--- src/rtl/riscv_ctrl_fsm.sv ---
// rtl/riscv_ctrl_fsm.sv - multi-cycle RV32I control FSM; CTRL_PERF_CNT_EN adds cycle/instret counters
module riscv_ctrl_fsm (
    input  logic        clk,
    input  logic        rst,
    input  logic        run,
    input  logic [31:0] inst,
    input  logic        BrEq,
    input  logic        BrLT,
    output logic        PCSel,
    output logic        PCWEn,
    output logic [2:0]  ImmSel,
    output logic        RegWEn,
    output logic        BrUn,
    output logic        BSel,
    output logic        ASel,
    output logic        MemRW,
    output logic [1:0]  WBSel,
    output logic        halted,
    output logic        illegal,
    output logic [31:0] cycle_cnt,
    output logic [31:0] instret_cnt
);

    typedef enum logic [2:0] {IDLE, FETCH, DECODE, EXEC, MEM, WB, HALT} state_t;

    typedef struct packed {
        logic [2:0] imm_sel;
        logic       b_sel;
        logic       a_sel;
        logic       br_un;
        logic [1:0] wb_sel;
    } ctrl_t;

    typedef struct packed {
        logic  legal;
        logic  system;
        logic  is_load;
        logic  is_store;
        logic  is_branch;
        logic  is_jump;
        logic  rd_wr;
        ctrl_t ctrl;
    } dec_t;

    // Illegal encodings decode to all-zero so nothing leaks onto the datapath before HALT.
    function automatic dec_t decode(input logic [6:0] op, input logic [2:0] f3);
        dec_t d;
        d = '0;
        d.legal = 1'b1;
        case (op)
            7'b0110011: begin d.rd_wr = 1'b1; d.ctrl.wb_sel = 2'd1; end
            7'b0010011: begin d.rd_wr = 1'b1; d.ctrl.b_sel = 1'b1; d.ctrl.wb_sel = 2'd1; end
            7'b0000011: begin
                d.is_load = 1'b1; d.rd_wr = 1'b1; d.ctrl.b_sel = 1'b1;
                d.legal = (f3 != 3'b011) && (f3[2:1] != 2'b11);
            end
            7'b0100011: begin
                d.is_store = 1'b1; d.ctrl.imm_sel = 3'd1; d.ctrl.b_sel = 1'b1;
                d.legal = !f3[2] && (f3 != 3'b011);
            end
            7'b1100011: begin
                d.is_branch = 1'b1; d.ctrl.imm_sel = 3'd2; d.ctrl.b_sel = 1'b1;
                d.ctrl.a_sel = 1'b1; d.ctrl.br_un = f3[1];
                d.legal = (f3[2:1] != 2'b01);
            end
            7'b0110111: begin d.rd_wr = 1'b1; d.ctrl.imm_sel = 3'd3; d.ctrl.b_sel = 1'b1; d.ctrl.wb_sel = 2'd1; end
            7'b0010111: begin
                d.rd_wr = 1'b1; d.ctrl.imm_sel = 3'd3; d.ctrl.b_sel = 1'b1;
                d.ctrl.a_sel = 1'b1; d.ctrl.wb_sel = 2'd1;
            end
            7'b1101111: begin
                d.is_jump = 1'b1; d.rd_wr = 1'b1; d.ctrl.imm_sel = 3'd4;
                d.ctrl.b_sel = 1'b1; d.ctrl.a_sel = 1'b1; d.ctrl.wb_sel = 2'd2;
            end
            7'b1100111: begin
                d.is_jump = 1'b1; d.rd_wr = 1'b1; d.ctrl.b_sel = 1'b1; d.ctrl.wb_sel = 2'd2;
                d.legal = (f3 == 3'b000);
            end
            7'b1110011: d.system = 1'b1;
            default:    d.legal = 1'b0;
        endcase
        if (!d.legal) d = '0;
        return d;
    endfunction

    state_t      state_q;
    logic [31:0] ir_q;
    ctrl_t       ctrl_q;
    logic        taken_q;
    logic        pc_wen_q;
    logic        reg_wen_q;
    logic        mem_rw_q;
    logic        halted_q;
    logic        illegal_q;

    dec_t dec_in;
    dec_t dec_ir;
    logic br_taken;

    assign dec_in = decode(inst[6:0], inst[14:12]);
    assign dec_ir = decode(ir_q[6:0], ir_q[14:12]);

    always_comb begin
        br_taken = 1'b0;
        case (ir_q[14:13])
            2'b00:   br_taken = ir_q[12] ? !BrEq : BrEq;
            2'b10,
            2'b11:   br_taken = ir_q[12] ? !BrLT : BrLT;
            default: br_taken = 1'b0;
        endcase
    end

    always_ff @(posedge clk or posedge rst) begin
        if (rst) begin
            state_q   <= IDLE;
            ir_q      <= '0;
            ctrl_q    <= '0;
            taken_q   <= 1'b0;
            pc_wen_q  <= 1'b0;
            reg_wen_q <= 1'b0;
            mem_rw_q  <= 1'b0;
            halted_q  <= 1'b0;
            illegal_q <= 1'b0;
        end else begin
            pc_wen_q  <= 1'b0;
            reg_wen_q <= 1'b0;
            mem_rw_q  <= 1'b0;
            taken_q   <= 1'b0;
            case (state_q)
                IDLE: if (run) state_q <= FETCH;
                FETCH: begin
                    ir_q    <= inst;
                    ctrl_q  <= dec_in.ctrl;
                    state_q <= DECODE;
                end
                DECODE: begin
                    if (!dec_ir.legal || dec_ir.system) begin
                        state_q   <= HALT;
                        ctrl_q    <= '0;
                        halted_q  <= 1'b1;
                        illegal_q <= !dec_ir.legal;
                    end else begin
                        state_q <= EXEC;
                    end
                end
                EXEC: begin
                    if (dec_ir.is_load || dec_ir.is_store) begin
                        state_q  <= MEM;
                        mem_rw_q <= dec_ir.is_store;
                        pc_wen_q <= dec_ir.is_store;
                    end else begin
                        state_q   <= WB;
                        reg_wen_q <= dec_ir.rd_wr;
                        pc_wen_q  <= 1'b1;
                        taken_q   <= dec_ir.is_jump || (dec_ir.is_branch && br_taken);
                    end
                end
                MEM: begin
                    if (dec_ir.is_store) begin
                        state_q <= run ? FETCH : IDLE;
                        ctrl_q  <= '0;
                    end else begin
                        state_q   <= WB;
                        reg_wen_q <= 1'b1;
                        pc_wen_q  <= 1'b1;
                    end
                end
                WB: begin
                    state_q <= run ? FETCH : IDLE;
                    ctrl_q  <= '0;
                end
                HALT:    state_q <= HALT;
                default: state_q <= IDLE;
            endcase
        end
    end

    assign PCSel   = taken_q;
    assign PCWEn   = pc_wen_q;
    assign ImmSel  = ctrl_q.imm_sel;
    assign RegWEn  = reg_wen_q;
    assign BrUn    = ctrl_q.br_un;
    assign BSel    = ctrl_q.b_sel;
    assign ASel    = ctrl_q.a_sel;
    assign MemRW   = mem_rw_q;
    assign WBSel   = ctrl_q.wb_sel;
    assign halted  = halted_q;
    assign illegal = illegal_q;

`ifdef CTRL_PERF_CNT_EN
    logic [31:0] cycle_q;
    logic [31:0] instret_q;

    always_ff @(posedge clk or posedge rst) begin
        if (rst) begin
            cycle_q   <= '0;
            instret_q <= '0;
        end else begin
            if (state_q != IDLE && state_q != HALT) cycle_q <= cycle_q + 32'd1;
            if (pc_wen_q) instret_q <= instret_q + 32'd1;
        end
    end

    assign cycle_cnt   = cycle_q;
    assign instret_cnt = instret_q;
`else
    assign cycle_cnt   = '0;
    assign instret_cnt = '0;
`endif

    logic unused_bits;
    assign unused_bits = ^{inst[31:15], inst[11:7], ir_q[31:15], ir_q[11:7], dec_ir.ctrl,
                           dec_in.legal, dec_in.system, dec_in.is_load, dec_in.is_store,
                           dec_in.is_branch, dec_in.is_jump, dec_in.rd_wr};

endmodule

--- config.mk ---
export PLATFORM = sky130hd
export DESIGN_NAME = riscv_ctrl_fsm
export DESIGN_NICKNAME = d
export VERILOG_FILES = /design/src/rtl/riscv_ctrl_fsm.sv
export SDC_FILE = /design/constraint.sdc
export NUM_CORES = 1
export LEC_CHECK = 0
export ABC_AREA = 0
export ABC_CLOCK_PERIOD_IN_PS = 4000
export CORE_AREA = 2 2 84 86
export DETAILED_ROUTE_END_ITERATION = 7
export DIE_AREA = 0 0 86 88
export MAX_ROUTING_LAYER = met4
export PLACE_DENSITY = 0.72
export REMOVE_ABC_BUFFERS = 1
export SETUP_SLACK_MARGIN = 0.4
export SLEW_MARGIN = 20
export SYNTH_ARGS = -nofsm -noshare
export SYNTH_HDL_FRONTEND = slang
export SYNTH_SLANG_ARGS = --single-unit
export TNS_END_PERCENT = 1
--- constraint.sdc ---
create_clock -name clk -period 4 [get_ports clk]
set_input_delay 1 -clock clk [delete_from_list [all_inputs] [get_ports clk]]
set_output_delay 1 -clock clk [all_outputs]
set_load 0.1 [all_outputs]
### After elaboration in Yosys (flattened, before gate mapping)

Index checks and enable logic that the tools add are counted.

* mux-type cells: 41
* reductions and logical operators: 34
* equal/unequal tests: 37

Operators by type and width (number)
* $eq 7x7->1 const B: 8
* $eq 7x6->1 const B: 6
* $pmux 8 s4: 1
* $eq 7x5->1 const B: 4
* $mux 8: 3
* $pmux 3 s4: 2
* $mux 1: 23
* $pmux 3 s7: 1
* $reduce_or 8->1: 2
* $mux 15: 1
* $eq 7x2->1 const B: 2
* $reduce_or 6->1: 2
* $ne 2x2->1 const B: 5
* $pmux 1 s5: 2
* $reduce_or 2->1: 5
* $eq 3x3->1 const B: 3
* $logic_not 3->1: 3
* $mux 3: 3
* $pmux 2 s2: 2
* $reduce_or 4->1: 2
* $reduce_or 7->1: 1
* $eq 3x2->1 const B: 2
* $ne 3x2->1 const B: 2
* $pmux 1 s2: 3
* 11 further kinds: 24

* logic and storage cells: 125
* output and inout bits: 78
* register bits after elaboration: 32
* bits of input ports: 37

### Depth between registers and ports, before layout

Gate-level depths: netlist of run 1.

* depth in word-level cells: 8
* gate-level depth with buffers: 7
* gate-level depth less buffers: 6

### Worst setup path after synthesis of run 1

Ideal clock, no wire load.

* kind: input port to flip-flop
* start: in inst[6]
* end: reg ctrl_q (netlist bit BrUn)
* stages on the path: 7
* path buffers: 1
* arrival time: 2.311 ns
* setup slack: 1.564 ns
* required time: 3.875 ns
* library setup time: 0.125 ns
* cells stage by stage: clkbuf_1 > and4b_2 > a22oi_1 > nor2_1 > o21a_1 > and4b_2 > mux2_4

* word-level cells in the longest chain between the ends: 5
* elaborated cells between the ends (all ways): 15
* those cells by class: eq/ne (10); mux (4); reduce/logical (1)

Ends and longest elaborated chain
* start: declaration: line 6 `input logic [31:0] inst,`
* $eq 7x7->1, or another cell as far along: line 50 `case (op)`
* $reduce_or 6->1 (no source line)
* $pmux 1 s5: line 50
* $mux 8 (*): line 82 `if (!d.legal) d = '0;`
* $pmux 8 s4 (*): line 129 `case (state_q)`
* end signal: assignment: line 133 `ctrl_q <= dec_in.ctrl;`
* end: declaration: line 88 `ctrl_t ctrl_q;`

Mark *: on every way between the ends. The rest lies on a longest branch, timed or not.
A chain may end at the register's enable or synchronous reset.

### Worst setup path after layout of run 1

* start: in inst[4]
* end: reg ctrl_q (netlist bit BrUn)

Same word-level chain as after synthesis.

==> metrics.cfg, run 1 <==
[timing]
fin_setup_tns_ns = 0
whs_ns = 0.473
hold_viol = 0
timing.final.max_slew_violations = 0
worstMarginPinSlew_ns = 0.974
setup_viol = 0
slew_headroom = 0.349
final.period_utilization = 0.700
min_period_ns = 2.80
fin_worst_skew_ns = 0.00627
max_clock_freq_mhz = 357
rsz0062_at_grt = no

[worst_setup_path]
cp-start-kind = input port
arrival_ns = 2.96
end_kind = flop
cp_data_required_time_ns = 4.16
slowest_delay_ns = 0.70
crit_path_top_delay_cell = clkdlybuf4s50_1
cpMostUsedCell = and4b_2
path_class = in -> reg
rrSetupSlack_ns = 1.32
path_max_fanout = 13
cp_cell_sequence = clkdlybuf4s50_1 > and4b_2 > a22oi_1 > nor2_1 > o21a_1 > and4b_2 > mux2_4

[global_route]
grt_use_total = 0.109
grt_pass1_vias = 1339
overflow = 0
antenna_found_initial = 0
grt_pass1_wl_um = 6410
grt_max_degree = 28

[outcome]
outcome = complete, no violations

[drt]
ant_nets = 0
drtPass1Iterations = 4
drtIter0Drc = 107
wl_per_cell_um = 11.7
route.detailed.drc = 0
vias = 1560
avgViaCountPerCell = 4.60
wl_um = 3960

[synth]
ys_types = 53
synth_enable_flop_cells = 0
ys_seq_area_frac = 0.302
avgSynthCellArea_sq_um = 9.46
netlist_area_sq_um = 2240
async_reset_ff_frac = 1.00
yosysWarningCount = 0
synth_flop_cell = dfrtp_1
synthCells = 237
ys_seq_elements = 27

[place]
dpl.hpwl_um = 3060
port_buffers = 28
place.gp.congestion = 0.844
dpl_cell_area_sq_um = 2300

[power_and_ir_drop]
power_leakage_nw = 1.01
power.density_nw_per_um2 = 685
ir_drop_mv = 0.181

[clock_tree]
cts_setup_buffers = 0
ctsResizeCount = 0
clock-root-buffer = clkbuf_8
h-tree-depth = 1
clkLatencyLatePin_ns = 0.27
cts_buffer_depth = 2
cts.clk_slew.worst_paths_ns = 0.09
hold_buffers = 0
cts_sinks = 27
cts_tree = done
cts_inserted_buffers = 3

[hold_path]
hold_class = reg -> reg

[die]
die_h_um = 88
core_area_sq_um = 6640
dieArea_sq_um = 7570
initial_core_util = 0.337
num_rows = 30
dieWidth_um = 86
ioPinCount = 115

[final_layout]
drive_gt1_frac = 0.143
num_antenna_cells = 0
layout.nets = 297
post-route-util = 0.354
syn2layout_area_growth_pct = 4.86
stdcell_area_sq_um = 2350
layout_commonest_cell = conb_1
layout_common_cells = 64 x conb_1, 28 x clkdlybuf4s50_1, 27 x dfrtp_1, 13 x nor2_1, 12 x o21ai_0

[flow_run]
cap_violations = 0

==> through the flow <==
step | power, mW | worst slack, ns | instances
CTS | 1.62 | 1.19 | 339
global route | 1.71 | 1.09 | 339
detailed placement | 1.46 | 0.912 | 335
finish | 1.61 | 1.20 | 339
global placement | 1.45 | 0.935 | 335
floorplan | 1.29 | 1.66 | 227
==> worst paths after layout <==
path	startpoint	end	cells past startpoint
worst min-delay path	halted	halted	1
worst min register to register	halted	halted	1
worst max register to register	ir_q[6]	WBSel[0]	6
min in group asynchronous	rst	illegal	2
max in group asynchronous	rst	ir_q[12]	2
worst max-delay path	inst[4]	BrUn	7
==> layer usage <==
layer | GRT usage | vias up | part of all wire
li1 | - | 750 | -
met1 | 0.142 | 747 | 0.46
met2 | 0.170 | 58 | 0.47
met3 | 0.0264 | 5 | 0.058
met4 | 0.0260 | 0 | 0.0088
met5 | - | - | 0
==> synth_stat cells (all sizes together), types with 3 or more instances <==
cell type,instances,share of area
buf,64,0.21
dfrtp,27,0.30
mux2,15,0.082
nor2,13,0.022
o21ai,12,0.027
nand2,11,0.022
clkbuf,9,0.033
nor3,9,0.022
a21oi,8,0.018
inv,8,0.013
mux2i,4,0.018
nand2b,4,0.011
nand3,4,0.0089
a31oi,3,0.0084
and4b,3,0.015
nand3b,3,0.010
==> cell families after synthesis <==
group	after synthesis	synth area share
xor+xnor	3	0.0117
compound gates	40	0.137
flops	27	0.302
simple gates	66	0.187
other cells	1	0.00167
mux	19	0.0999
buf+inv	81	0.261
==> critical path: cells and delay by family <==
kind,cells,cell delay [ns]
AO/OA/AOI/OAI,2,0.39
buffers and inverters,1,0.70
multiplexers,1,0.26
AND/OR/NAND/NOR,3,0.61
==> layout make-up <==
cell class	instances	area (sq um)
Sequential cell	27	676
Multi-Input combinational cell	192	1220
Inverter	8	30.0
Timing Repair Buffer	28	280
Clock inverter	1	5.00
Clock buffer	3	41.3
Tap cell	80	100
Fill cell	674	4290
==> flip-flops by register name, summed over array words and instances, names as in the netlist <==
name	count
RegWEn	1
PCSel	1
halted	1
BrUn	1
ImmSel	3
MemRW	1
illegal	1
BSel	1
WBSel	2
ASel	1
PCWEn	1
state_q	3
ir_q	10
==> power breakdown <==
group	switching, mW	total, mW	leakage [nW]	internal (mW)
Combinational	0.654	0.937	0.644	0.283
Clock	0.0853	0.155	0.0255	0.0698
Sequential	0.158	0.519	0.339	0.361
Total	0.896	1.61	1.01	0.714
No activity file was read; power rests on OpenSTA's default activity.
==> run 2: changes to the inputs <==
--- a/config.mk
+++ b/config.mk
@@ -6,7 +6,7 @@
 export NUM_CORES = 1
 export LEC_CHECK = 0
 export ABC_AREA = 0
-export ABC_CLOCK_PERIOD_IN_PS = 4000
+export ABC_CLOCK_PERIOD_IN_PS = 2800
 export CORE_AREA = 2 2 84 86
 export DETAILED_ROUTE_END_ITERATION = 7
 export DIE_AREA = 0 0 86 88
==> constraint.sdc (replaced) <==
create_clock -name clk -period 2.8 [get_ports clk]
set_input_delay 0.7 -clock clk [delete_from_list [all_inputs] [get_ports clk]]
set_output_delay 0.7 -clock clk [all_outputs]
set_load 0.1 [all_outputs]
==> run 2 against run 1 <==
Cell area rose by 4.5%. Die area unchanged. Final cell count rose by 4.4%. Clock power grew 42%. Register-to-register slack worse by 0.82 ns. Combinational power up 54%. Non-clock buffer count increased by 15. Critical path type is now reg -> reg. Critical endpoint unchanged. Highest routed layer unchanged.
==> metrics.cfg, run 2 (same netlist as run 1, synthesis figures left out) <==
[outcome]
outcome = complete, no violations

[timing]
max_clock_freq_mhz = 436
min_period_ns = 2.30
hold_viol = 0  ; unchanged
rsz0062_at_grt = no
final.period_utilization = 0.820
whs_ns = 0.468  ; -0.00550 ns
fin_setup_tns_ns = 0  ; unchanged
timing.final.max_slew_violations = 0  ; unchanged
setup_viol = 0  ; unchanged
fin_worst_skew_ns = 0.00335  ; -0.00292 ns

[worst_setup_path]
arrival_ns = 2.46  ; -0.50 ns
rrSetupSlack_ns = 0.50  ; -0.82 ns
crit_start = ir_q[3]
r2r-start = ir_q[3]
rr_worst_depth = 7  ; +1
rr_endpoint = BrUn
path_max_fanout = 7  ; -6
end_kind = flop
cp_data_required_time_ns = 2.96  ; -1.20 ns
crit_end = BrUn
path_class = reg -> reg
cp-start-kind = flop

[global_route]
grt_pass1_vias = 1342  ; +0.22%
overflow = 0  ; unchanged
grt_pass1_wl_um = 6360  ; -0.76%
antenna_found_initial = 0  ; unchanged
grt_use_total = 0.108  ; -0.000545
grt_max_degree = 28  ; unchanged

[place]
place.gp.congestion = 0.863  ; +2.3%
port_buffers = 28  ; unchanged
dpl.hpwl_um = 3200  ; +4.5%

[final_layout]
largest-register = ir_q
drive_gt1_frac = 0.245  ; +0.102
layout.nets = 312  ; +5.1%
layout_commonest_cell = conb_1
syn2layout_area_growth_pct = 9.60
num_antenna_cells = 0  ; unchanged
largest_reg_flops = 10  ; unchanged
layout_common_cells = 64 x conb_1, 28 x buf_4, 26 x dfrtp_1, 13 x nor2_1, 12 x o21ai_0

[drt]
wl_per_cell_um = 11.3  ; -2.9%
drtPass1Iterations = 4  ; unchanged
ant_nets = 0  ; unchanged
drtIter0Drc = 60  ; -44%
route.detailed.drc = 0  ; unchanged
vias = 1572  ; +0.77%
avgViaCountPerCell = 4.44  ; -3.5%
wl_um = 4010  ; +1.4%

[hold_path]
hold_class = reg -> reg

[clock_tree]
cts_buffer_depth = 2  ; unchanged
cts_inserted_buffers = 3  ; unchanged
cts_sinks = 27  ; unchanged
h-tree-depth = 1  ; unchanged
clock-root-buffer = clkbuf_8
hold_buffers = 0  ; unchanged
cts.clk_slew.worst_paths_ns = 0.09  ; about the same
cts_tree = done
clkLatencyLatePin_ns = 0.27  ; about the same

[flow_run]
cap_violations = 0  ; unchanged

[power_and_ir_drop]
ir_drop_mv = 0.354  ; +95%
power_leakage_nw = 1.14  ; +13%
power.density_nw_per_um2 = 972  ; +42%

[die]
dieArea_sq_um = 7570  ; unchanged
ioPinCount = 115  ; unchanged
dieWidth_um = 86  ; unchanged
die_h_um = 88  ; unchanged
num_rows = 30  ; unchanged
initial_core_util = 0.337  ; unchanged
core_area_sq_um = 6640  ; unchanged

[run 2: worst max-delay path, stage by stage (launching register included)]
cell	delay [ns]
dfrtp_1	0.45
nand4bb_4	0.27
or3_2	0.48
a31o_2	0.26
nor3_2	0.20
a221oi_4	0.06
buf_12	0.17
mux2_4	0.29
[run 2: per-stage QoR]
step	utilization	area (sq um)	total power, mW	setup slack, ns	instances
2_1_floorplan	-	1920	1.84	0.460	227
3_3_place_gp	0.357	2370	2.11	0.160	349
3_5_place_dp	0.357	2370	2.12	0.143	349
4_1_cts	0.367	2440	2.39	0.436	354
5_1_grt	0.370	2460	2.54	0.403	354
6_report	0.370	2460	2.39	0.504	354
[run 2: area by class of cell]
| type | instances | area [sq um] |
|---|---|---|
| sequential | 27 | 677 |
| timing repair buffer | 43 | 378 |
| clock buffer | 3 | 41.3 |
| clock inverter | 1 | 5.00 |
| multi-input combinational | 192 | 1220 |
| inverter | 8 | 30.0 |
| fill | 678 | 4190 |
| tap | 80 | 100 |
[run 2: report_power, final]
| part | internal, mW | switching [mW] |
|---|---|---|
| Combinational | 0.476 | 0.962 |
| Sequential | 0.518 | 0.213 |
| Clock | 0.0997 | 0.120 |
[run 2: worst min path at each step]
| stage | startpoint | end | depth (start not counted) |
|---|---|---|---|
| 3_5_place_dp | halted | halted | 1 |
| 3_3_place_gp | halted | halted | 1 |
| 2_1_floorplan | ir_q[13] | ir_q[13] | 1 |
| 5_1_grt | halted | halted | 1 |
| 4_1_cts | halted | halted | 1 |
| 6_report | halted | halted | 1 |
[run 2: layer usage]
metal / vias up / share of wire / wire length [um] / global-route usage
met2: 69 / 0.47 / 1890 / 0.170
met1: 724 / 0.45 / 1820 / 0.142
met5: - / 0 / 0 / -
li1: 775 / - / - / -
met3: 4 / 0.066 / 264 / 0.0254
met4: 0 / 0.0095 / 38 / 0.0231
[run 2: what timing repair did]
action,CTS,global route
gates resized for setup,0,5
pin swaps,0,0
buffers inserted,1,0
setup endpoints to repair,6,5
==> run 3: changes to the inputs <==
--- a/config.mk
+++ b/config.mk
@@ -6,12 +6,12 @@
 export NUM_CORES = 1
 export LEC_CHECK = 0
 export ABC_AREA = 0
-export ABC_CLOCK_PERIOD_IN_PS = 2800
+export ABC_CLOCK_PERIOD_IN_PS = 2029
 export CORE_AREA = 2 2 84 86
 export DETAILED_ROUTE_END_ITERATION = 7
 export DIE_AREA = 0 0 86 88
 export MAX_ROUTING_LAYER = met4
-export PLACE_DENSITY = 0.72
+export PLACE_DENSITY = 0.75
 export REMOVE_ABC_BUFFERS = 1
 export SETUP_SLACK_MARGIN = 0.4
 export SLEW_MARGIN = 20
==> constraint.sdc (replaced) <==
create_clock -name clk -period 2.03 [get_ports clk]
set_input_delay 0.5075 -clock clk [delete_from_list [all_inputs] [get_ports clk]]
set_output_delay 0.5075 -clock clk [all_outputs]
set_load 0.1 [all_outputs]
==> run 3 against run 2 <==
The run now ends with negative setup slack left. Worst setup slack worse by 0.63 ns. Global-route usage is 1.1 points higher. Non-clock buffer count grew 32. Combinational power rose by 83%. Sequential power is 25% higher. Clock skew down 0.0012 ns. Register-to-register slack worse by 0.63 ns. Die area unchanged. Fmax is 6.5% higher. Clock-buffer cell count stayed put. Final cell count rose by 9.0%. Largest cell class unchanged. Highest routed layer unchanged.
==> metrics.cfg, run 3 (same netlist as run 1, synthesis figures left out) <==
[drt]
wl_per_cell_um = 11.5  ; +1.6%
route.detailed.drc = 0  ; unchanged
wl_um = 4440  ; +11%
vias = 1768  ; +12%
ant_nets = 0  ; unchanged
avgViaCountPerCell = 4.58  ; +3.1%
drtPass1Iterations = 4  ; unchanged
drtIter0Drc = 99  ; +65%

[power_and_ir_drop]
power.density_nw_per_um2 = 1340  ; +38%
power_leakage_nw = 1.32  ; +16%
ir_drop_mv = 0.463  ; +31%

[place]
placed_cells = 378  ; +8.3%
dpl.hpwl_um = 3480  ; +9.0%
place.gp.congestion = 0.901  ; +4.4%
pre_cts_slack_ns = -0.402  ; -0.545 ns
dpl_cell_area_sq_um = 2730  ; +15%
port_buffers = 28  ; unchanged

[clock_tree]
h-tree-depth = 1  ; unchanged
clock-root-buffer = clkbuf_8
cts_sinks = 27  ; unchanged
cts_tree = done
cts.clk_slew.worst_paths_ns = 0.09  ; about the same
clkLatencyLatePin_ns = 0.27  ; about the same
hold_buffers = 0  ; unchanged
cts_buffer_depth = 2  ; unchanged
cts_inserted_buffers = 3  ; unchanged

[global_route]
grt_max_degree = 28  ; unchanged
antenna_found_initial = 0  ; unchanged
overflow = 0  ; unchanged
grt_pass1_vias = 1602  ; +19%
grt_use_total = 0.119  ; +0.0114
grt_pass1_wl_um = 7110  ; +12%

[worst_setup_path]
rr_worst_depth = 7  ; unchanged
arrival_ns = 2.32  ; -0.14 ns
slowest_delay_ns = 0.45  ; -0.03 ns
path_max_fanout = 7  ; unchanged
rrSetupSlack_ns = -0.13  ; -0.63 ns
path_class = reg -> reg
r2r-start = ir_q[4]
crit_path_top_delay_cell = dfrtp_2
cp_cell_sequence = or3b_4 > a32oi_4 > a31o_4 > nor3_4 > a221oi_4 > buf_12 > mux2_4
end_kind = flop
cp-start-kind = flop
rr_endpoint = ImmSel[1]
cp_data_required_time_ns = 2.20  ; -0.76 ns

[timing]
setup_viol = 8  ; +8
timing.final.max_slew_violations = 0  ; unchanged
rsz0062_at_grt = yes
final.period_utilization = 1.06  ; +0.242
min_period_ns = 2.16  ; -0.139 ns
max_clock_freq_mhz = 464  ; +6.5%
whs_ns = 0.540  ; +0.0723 ns
setup_slack_ns = -0.126  ; -0.631 ns
hold_viol = 0  ; unchanged
fin_worst_skew_ns = 0.00216  ; -0.00119 ns

[flow_run]
cap_violations = 0  ; unchanged

[final_layout]
largest_reg_flops = 10  ; unchanged
layout_common_cells = 64 x conb_1, 50 x buf_4, 24 x dfrtp_1, 13 x clkdlybuf4s50_1
largest-register = ir_q
layout_commonest_cell = conb_1
layout.nets = 344  ; +10%
stdcell_area_sq_um = 2870  ; +17%
stdcell_count = 386  ; +9.0%
syn2layout_area_growth_pct = 28.3
drive_gt1_frac = 0.346  ; +0.102
num_antenna_cells = 0  ; unchanged

[die]
initial_core_util = 0.337  ; unchanged
dieArea_sq_um = 7570  ; unchanged
dieWidth_um = 86  ; unchanged
core_area_sq_um = 6640  ; unchanged
ioPinCount = 115  ; unchanged
num_rows = 30  ; unchanged
die_h_um = 88  ; unchanged

[hold_path]
hold_end = halted
holdPathStages = 1  ; unchanged
hold_class = reg -> reg
worstHoldStart = halted

[outcome]
outcome = complete, but fails checks
failed_checks = negative setup slack

## run 3: worst max-delay path by stage
stage / start / slack, ns / cells after the start / end
2_1_floorplan: ir_q[2] / -0.31 / 6 / BrUn
3_3_place_gp: inst[4] / -0.39 / 7 / BrUn
3_5_place_dp: inst[4] / -0.40 / 7 / BrUn
4_1_cts: ir_q[4] / -0.14 / 7 / ImmSel[1]
5_1_grt: ir_q[4] / -0.19 / 7 / BrUn
6_report: ir_q[4] / -0.13 / 7 / ImmSel[1]
## run 3: power breakdown
part	leakage [nW]	internal (mW)	switching, mW
logic	0.955	1.05	1.58
clock network	0.0255	0.138	0.168
registers	0.336	0.720	0.194
## run 3: final cells by class
type,instances,area (sq um)
Fill cell,641,3770
Clock buffer,3,41.3
Timing Repair Buffer,75,738
Sequential cell,27,679
Inverter,8,30.0
Tap cell,80,100
Clock inverter,1,5.00
Multi-Input combinational cell,192,1280
## run 3: critical path, delay by kind of cell, from the launching register on
family	cells	cell delay, ns
AOI/OAI and AO/OA	3	0.69
and+or+nand+nor	2	0.45
DFF	1	0.45
buffers and inverters	1	0.16
muxes	1	0.29
## run 3: per-layer routing
metal  wire (um)  track usage  vias to the layer above
li1            -            -                      844
met1        1870        0.144                      841
met2        2240        0.199                       77
met3         291       0.0273                        6
met4          41       0.0361                        0
met5           0            -                        -
## run 3: what timing repair did
action	4_1_cts	5_1_grt
gates cloned	0	0
gates resized for setup	5	10
endpoints found under the setup margin	16	26
pin swaps	5	7
setup buffers	2	2
hold endpoints to repair	0	0
## run 3: metrics by stage
step / utilization / power (mW) / setup TNS, ns
floorplan: - / 2.54 / -1.85
global placement: 0.411 / 3.30 / -2.42
detailed placement: 0.411 / 3.35 / -2.64
CTS: 0.424 / 3.73 / -0.940
global route: 0.433 / 4.08 / -1.39
finish: 0.433 / 3.85 / -0.813
